$ cat config.mk
export PLATFORM = sky130hd
export DESIGN_NAME = fetch_stage_flat
export DESIGN_NICKNAME = d
export VERILOG_FILES = /design/src/rtl/fetch_stage_pkg.sv /design/src/rtl/fetch_stage_if.sv /design/src/rtl/fetch_hold_buf.sv /design/src/rtl/fetch_stage.sv /design/src/flat_wrapper.sv
export SDC_FILE = /design/constraint.sdc
export NUM_CORES = 1
export LEC_CHECK = 0
export CORE_MARGIN = 3
export CORE_UTILIZATION = 51
export DETAILED_ROUTE_END_ITERATION = 10
export PLACE_DENSITY = 0.78
export SYNTH_ARGS = -nofsm -noshare
export SYNTH_HDL_FRONTEND = slang
export SYNTH_SLANG_ARGS = --single-unit
$ cat constraint.sdc
create_clock -name clk -period 2.8 [get_ports clk]
set_input_delay 0.7 -clock clk [delete_from_list [all_inputs] [get_ports clk]]
set_output_delay 0.7 -clock clk [all_outputs]
set_load 0.02 [all_outputs]
$ cat src/rtl/fetch_stage_pkg.sv
// Shared constants and types for the instruction fetch stage and its hold buffer.
package fetch_stage_pkg;

    localparam logic [31:0] NOP_INST         = 32'h0000_0013;
    localparam logic [31:0] RESET_PC_DEFAULT = 32'h0000_0000;

    typedef enum logic [1:0] {
        IF_IDLE = 2'd0,
        IF_WAIT = 2'd1,
        IF_DROP = 2'd2
    } if_state_t;

    function automatic logic [31:0] align_word(input logic [31:0] addr);
        return addr & ~32'h0000_0003;
    endfunction

endpackage

$ cat src/rtl/fetch_stage_if.sv
// Instruction-memory read port: valid/ready request, in-order response, one outstanding.
interface fetch_stage_if;

    logic        req_valid;
    logic        req_ready;
    logic [31:0] addr;
    logic        rsp_valid;
    logic [31:0] rsp_data;

    modport master (
        output req_valid,
        output addr,
        input  req_ready,
        input  rsp_valid,
        input  rsp_data
    );

    modport slave (
        input  req_valid,
        input  addr,
        output req_ready,
        output rsp_valid,
        output rsp_data
    );

endinterface

$ cat src/rtl/fetch_hold_buf.sv
// One-entry {pc, inst} holding buffer; flush beats write, write beats read.
module fetch_hold_buf
    import fetch_stage_pkg::*;
(
    input  logic        clk,
    input  logic        rst_n,
    input  logic        wr,
    input  logic [31:0] wr_pc,
    input  logic [31:0] wr_inst,
    input  logic        rd,
    input  logic        flush,
    output logic        full,
    output logic [31:0] pc,
    output logic [31:0] inst
);

    always_ff @(posedge clk or negedge rst_n) begin
        if (!rst_n) begin
            full <= 1'b0;
            pc   <= '0;
            inst <= NOP_INST;
        end else if (flush) begin
            full <= 1'b0;
        end else if (wr) begin
            full <= 1'b1;
            pc   <= wr_pc;
            inst <= wr_inst;
        end else if (rd) begin
            full <= 1'b0;
        end
    end

endmodule

$ cat src/rtl/fetch_stage.sv
// Instruction fetch stage: owns the pc, issues imem reads and drives the IF/ID register.
//
// state   | meaning
// --------+--------------------------------------------------
// IF_IDLE | no request outstanding
// IF_WAIT | one request accepted, response pending
// IF_DROP | response pending but stale after a redirect
module fetch_stage
    import fetch_stage_pkg::*;
#(
    parameter logic [31:0] RESET_PC = RESET_PC_DEFAULT
) (
    input  logic                 clk,
    input  logic                 rst_n,
    fetch_stage_if.master        imem,
    input  logic                 stall,
    input  logic                 redirect,
    input  logic [31:0]          redirect_pc,
    output logic                 id_valid,
    output logic [31:0]          id_inst,
    output logic [31:0]          id_pc
);

    if_state_t   state;
    logic [31:0] pc;
    logic [31:0] req_pc;

    logic        buf_full;
    logic [31:0] buf_pc;
    logic [31:0] buf_inst;

    logic        req_fire;
    logic        rsp_take;
    logic        load_id;
    logic        buf_wr;
    logic        buf_rd;

    // In WAIT the next request rides on the current response so zero-wait memory sustains 1 instr/cycle.
    assign imem.addr      = pc;
    assign imem.req_valid = (state == IF_IDLE) ? (rst_n && !buf_full) :
                            (state == IF_WAIT) ? (imem.rsp_valid && !(id_valid && stall)) :
                            1'b0;

    assign req_fire = imem.req_valid && imem.req_ready;
    assign rsp_take = (state == IF_WAIT) && imem.rsp_valid && !redirect;
    assign load_id  = rsp_take && (!id_valid || !stall);
    assign buf_wr   = rsp_take && id_valid && stall;
    assign buf_rd   = !redirect && !stall && buf_full;

    fetch_hold_buf u_hold (
        .clk     (clk),
        .rst_n   (rst_n),
        .wr      (buf_wr),
        .wr_pc   (req_pc),
        .wr_inst (imem.rsp_data),
        .rd      (buf_rd),
        .flush   (redirect),
        .full    (buf_full),
        .pc      (buf_pc),
        .inst    (buf_inst)
    );

    always_ff @(posedge clk or negedge rst_n) begin
        if (!rst_n) begin
            state    <= IF_IDLE;
            pc       <= RESET_PC;
            req_pc   <= '0;
            id_valid <= 1'b0;
            id_inst  <= NOP_INST;
            id_pc    <= '0;
        end else begin
            if (req_fire) begin
                req_pc <= pc;
            end

            if (redirect) begin
                pc       <= align_word(redirect_pc);
                id_valid <= 1'b0;
                id_inst  <= NOP_INST;
                // A request accepted now, or one still unanswered, belongs to the old path.
                if (req_fire) begin
                    state <= IF_DROP;
                end else if (state != IF_IDLE && !imem.rsp_valid) begin
                    state <= IF_DROP;
                end else begin
                    state <= IF_IDLE;
                end
            end else begin
                if (req_fire) begin
                    pc <= pc + 32'd4;
                end

                if (load_id) begin
                    id_valid <= 1'b1;
                    id_inst  <= imem.rsp_data;
                    id_pc    <= req_pc;
                end else if (buf_rd) begin
                    id_valid <= 1'b1;
                    id_inst  <= buf_inst;
                    id_pc    <= buf_pc;
                end else if (!stall) begin
                    id_valid <= 1'b0;
                    id_inst  <= NOP_INST;
                end

                case (state)
                    IF_IDLE: begin
                        if (req_fire) begin
                            state <= IF_WAIT;
                        end
                    end
                    IF_WAIT: begin
                        if (imem.rsp_valid) begin
                            state <= req_fire ? IF_WAIT : IF_IDLE;
                        end
                    end
                    IF_DROP: begin
                        if (imem.rsp_valid) begin
                            state <= IF_IDLE;
                        end
                    end
                    default: state <= IF_IDLE;
                endcase
            end
        end
    end

endmodule

$ cat src/flat_wrapper.sv
// flat-port wrapper written by rule: the top's interface ports become plain ports
module fetch_stage_flat import fetch_stage_pkg::*;
#(
    parameter logic [31:0] RESET_PC = RESET_PC_DEFAULT
)
  (clk, rst_n, stall, redirect, redirect_pc, id_valid, id_inst, id_pc, imem_req_valid, imem_addr, imem_req_ready, imem_rsp_valid, imem_rsp_data);
  fetch_stage_if imem_i ();
  input  logic clk;
  input  logic rst_n;
  input  logic stall;
  input  logic redirect;
  input  logic [31:0] redirect_pc;
  output logic id_valid;
  output logic [31:0] id_inst;
  output logic [31:0] id_pc;
  output wire logic [$bits(imem_i.req_valid)-1:0] imem_req_valid;
  output wire logic [$bits(imem_i.addr)-1:0] imem_addr;
  input wire logic [$bits(imem_i.req_ready)-1:0] imem_req_ready;
  input wire logic [$bits(imem_i.rsp_valid)-1:0] imem_rsp_valid;
  input wire logic [$bits(imem_i.rsp_data)-1:0] imem_rsp_data;
  assign imem_req_valid = imem_i.req_valid;
  assign imem_addr = imem_i.addr;
  assign imem_i.req_ready = imem_req_ready;
  assign imem_i.rsp_valid = imem_rsp_valid;
  assign imem_i.rsp_data = imem_rsp_data;
  fetch_stage #(.RESET_PC(RESET_PC)) u_core (.clk(clk), .rst_n(rst_n), .imem(imem_i), .stall(stall), .redirect(redirect), .redirect_pc(redirect_pc), .id_valid(id_valid), .id_inst(id_inst), .id_pc(id_pc));
endmodule
Word level (Yosys, flattened, before mapping). Index checks and enable logic that the tools add are counted.

Output and inout bits: 98. Register bits: 196. Bits of input ports: 70. Logic and storage cells: 69.

Equality and inequality tests: 6. Reductions and logical operators: 27. Muxes and demuxes: 25. Bitwise logic cells: 1. Add/sub/neg operators: 1.

Operator list (count): two-way mux 32 bit (8); adder 32 x 3 -> 32 bit, second input constant (1); logical AND 1 bit (12); two-way mux 2 bit (6); two-way mux 1 bit (10); zero test 1 bit (6); != test 3 bit, second input constant (2); one-hot mux 2 bit (3 select lines) (1); nonzero test 2 bit (3); != test 4 x 1 -> 1 bit, second input constant (1); AND reduction 2 bit (2); != test 3 x 2 -> 1 bit, second input constant (1); AND reduction 3 bit (1); nonzero test 3 bit (1); equality test 2 x 1 -> 1 bit, second input constant (1); equality test 2 bit, second input constant (1); zero test 2 bit (1); logical OR 1 bit (1); NOT 1 bit (1).

Logic depth before layout (Yosys ltp).
Word-level depth: 10. Mapped depth: 7. Depth with buffers taken out: 6.

Cells and area by module. From an unflattened synthesis, not the netlist that was laid out.

Cell total of the unflattened synthesis: 645. Area total of the unflattened synthesis: 8386.8 um^2.

By module, submodules not included: fetch_stage (area each 5641.7 um^2, times used 1, sequential area each 3181.8 um^2, cells each 505); fetch_hold_buf (area each 2745.1 um^2, times used 1, sequential area each 1630.3 um^2, cells each 140).

Worst setup path before layout. No wires, ideal clock.

Path kind: input to output. Start: in imem_rsp_valid. End: out imem_req_valid. Arrival time: 1.557 ns. Required time: 2.100 ns. Path buffers: 1. Stages on the path: 4. Slack: 0.543 ns. Cell sequence: and3b_2 a21oi_2 clkbuf_1 inv_1.

Longest elaborated chain between the ends: 3.

RTL lines: from (decl) (RTL line flat_wrapper.sv:19) `input wire logic [$bits(imem_i.rsp_valid)-1:0] imem_rsp_valid;`; logical AND 1 bit (RTL line fetch_stage.sv:41) `(state == IF_WAIT) ? (imem.rsp_valid && !(id_valid && stall)) :`; two-way mux 1 bit (RTL line fetch_stage.sv:41); two-way mux 1 bit (RTL line fetch_stage.sv:40) `assign imem.req_valid = (state == IF_IDLE) ? (rst_n && !buf_full) :`; to (decl) (RTL line flat_wrapper.sv:16) `output wire logic [$bits(imem_i.req_valid)-1:0] imem_req_valid;`.

No other way between the ends.

Worst setup path in the final report. Ends and elaborated chain as after synthesis.

==> results.yml <==
floorplan:
  die_y_um: 132
  initial_core_util_pct: 52.7
  die-area_um2: 17500
  ios: 168
  rows: 45
  die_w_um: 132
  core_um2: 15400
timing:
  fin_tns_setup_ns: 0
  whs_ns: 0.478
  slew_headroom_pct: 30.3
  finalSetupViolations: 0
  hold_viol: 0
  skew_ns: 0.0112
  rsz0062_at_grt: "no"
  fmax_mhz: 369
  maxSlewViolCount: 0
  worst_slew_pin_slew_ns: 1.05
  period_share_pct: 96.7
  post-route-min-period_ns: 2.71
clock_network:
  cts_buffers: 17
  cts_tree: "yes"
  cts.htree.levels: 4
  clk_pin_slew_ns: 0.06
  clk_latency_ns: 0.43
  clock-sinks: 188
  ctsHoldBuffers: 0
  clock-root-buffer: "clkbuf_16"
  clockBufferDepth: 2
finish:
  nFillCells: 1107
  finish.utilization_pct: 69.4
  syn2layout_area_growth_pct: 31.6
  layout-drive-gt1-share_pct: 19.5
  diodes: 0
  fin_nets: 933
yosys:
  synthArstFlopShare_pct: 100
  synthCells: 703
  syn_avg_cell_area_um2: 11.6
  yosysMostFrequentCell: "dfrtp_1"
  synth-seq-cells: 188
  yosysTopAreaCellShare_pct: 56.0
  yosysTopAreaCell: "dfrtp_1"
  synth_ff_type: "dfrtp_1"
  synthesis.area_um2: 8130
  synth_common_cells: "dfrtp_1 (182), mux2_2 (93), nand2_1 (75)"
  netlist-cell-type-count: 50
  synth_area_leaders: "dfrtp_1 (56%), mux2_2 (13%), o21ai_0 (3.7%)"
  yosysSeqAreaShare_pct: 57.9
  yosysWarnings: 0
  synth_edf_count: 0
setup_path:
  worstPathMaxFanout: 4
  worstPathCellList: "clkdlybuf4s50_1, and3b_2, a21oi_2, inv_1, dlygate4sd2_1"
  crit_required_ns: 2.10
  crit_type: "in -> out"
  crit_buf_inv: 3
  worstPathArrival_ns: 2.01
  cp_slowest_cell: "clkdlybuf4s50_1"
  crit_path_end_kind: "output port"
  critPathLaunchType: "primary input"
  rrSetupSlack_ns: 0.43
  crit_family: "buffers and inverters"
  slowest_delay_ns: 0.45
routing:
  wl_mm: 21.6
  drc: 0
  drtPass1Iterations: 5
  drt_iter0_drc: 448
  wl_per_cell_um: 19.9
  vias_per_cell: 5.88
  ant_nets: 0
  via_count: 6385
status:
  outcome: "completed"
power_and_ir_drop:
  power_per_cell_area_nw_per_um2: 692
  p_leak_nw: 4.59
  vdd_ir_drop_max_v: 0.000469
global_routing:
  antenna_found_initial: 0
  grtUsageTotal_pct: 24.8
  grt_pass1_wl_mm: 34.7
  gr-total-overflow: 0
  grt_pass1_vias: 6634
  grt_max_degree: 189
place:
  gp_congestion: 0.844
  io_buffer_count: 161
  dp_hpwl_mm: 14.3
worst_hold_path:
  min_path_type: "reg -> reg"
run:
  maxCapViolCount: 0
==> final cells by class <==
class	instances	area (um^2)	share of cell area [%]
well taps	211	264	2.47
multi-input cells	460	3210	30.0
clock buffers	23	468	4.37
inverters	5	18.8	0.175
clock inverters	9	114	1.06
repair buffers	190	1920	17.9
flip-flops and latches	188	4710	44.0
==> final timing paths <==
path | startpoint | end | depth (start not counted)
setup / recovery | imem_rsp_valid | imem_req_valid | 5
hold / removal | u_core.id_pc[28] | u_core.id_pc[28] | 2
setup reg to reg | u_core.u_hold.full | u_core.imem.addr[29] | 6
hold reg to reg | u_core.id_pc[28] | u_core.id_pc[28] | 2
max in group asynchronous | rst_n | u_core.id_pc[10] | 2
min in group asynchronous | rst_n | u_core.u_hold.inst[7] | 2
==> layout by cell type, fill, tap and decap left out, types with 4 or more instances in the layout <==
cell	count
dfrtp_1	182
clkdlybuf4s50_1	158
mux2_2	93
nand2_1	75
o21ai_0	59
nor3_1	36
nor2_1	35
a22oi_1	30
a221oi_1	29
buf_4	23
xnor2_1	20
clkbuf_16	17
nand3_1	10
nor4_1	9
buf_12	7
dfstp_2	6
and3_1	5
inv_1	4
nand4_1	4
nor4b_1	4
xor2_1	4
conb_1	4
clkbuf_1	4
==> kinds of logic (layout without fill, tap and decap cells) <==
| family | after synthesis | in the layout | synth area share [%] |
|---|---|---|---|
| buffers and inverters | 58 | 227 | 2.95 |
| other | 1 | 4 | 0.0461 |
| adder cells (fa/ha/maj) | 1 | 1 | 0.154 |
| XOR/XNOR | 24 | 24 | 2.58 |
| flip-flops | 188 | 188 | 57.9 |
| AO/OA/AOI/OAI | 133 | 133 | 10.9 |
| AND/OR/NAND/NOR | 203 | 203 | 12.3 |
| multiplexers | 95 | 95 | 13.1 |
==> report_power, final <==
| part | switching (mW) | total (mW) | internal (mW) |
|---|---|---|---|
| logic | 0.806 | 1.60 | 0.792 |
| clock network | 1.01 | 2.37 | 1.37 |
| registers | 0.320 | 3.44 | 3.12 |
==> stage by stage <==
stage | cells | setup slack [ns] | instance area [um^2] | total power [mW]
floorplan | 706 | 0.543 | 8140 | 4.18
global placement | 1054 | -0.123 | 10100 | 5.01
detailed placement | 1054 | -0.158 | 10100 | 5.08
CTS | 1086 | 0.0849 | 10700 | 7.46
global route | 1086 | 0.0183 | 10700 | 7.72
finish | 1086 | 0.0932 | 10700 | 7.41
==> worst register-to-register path, stage by stage (launching register included) <==
cell     delay, ns
dfrtp_1       0.44
nor4b_4       0.37
a21oi_2       0.10
buf_4         0.15
or4b_1        0.62
or4_1         0.50
nand3_1       0.12
==> state kept, by name, summed over array words and instances (netlist names) <==
register / flops
u_core.id_inst: 32
u_core.u_hold.inst: 32
u_core.id_pc: 30
u_core.imem.addr: 30
u_core.req_pc: 30
u_core.u_hold.pc: 30
u_core.state: 2
u_core.id_valid: 1
u_core.u_hold.full: 1
==> metal layers <==
metal	GRT usage (%)	share of wire, %	vias to the layer above
met5	0	0	-
met4	10.2	2.4	0
met3	4.62	5.1	36
met2	42.3	51	246
met1	31.2	41	3241
li1	-	-	2862
==> timing repair <==
item | CTS | global route
endpoints found under the setup margin | 1 | 0
gates resized for setup | 1 | 0
setup buffers | 0 | 0
Note: power is estimated with default switching activity, not from simulation.
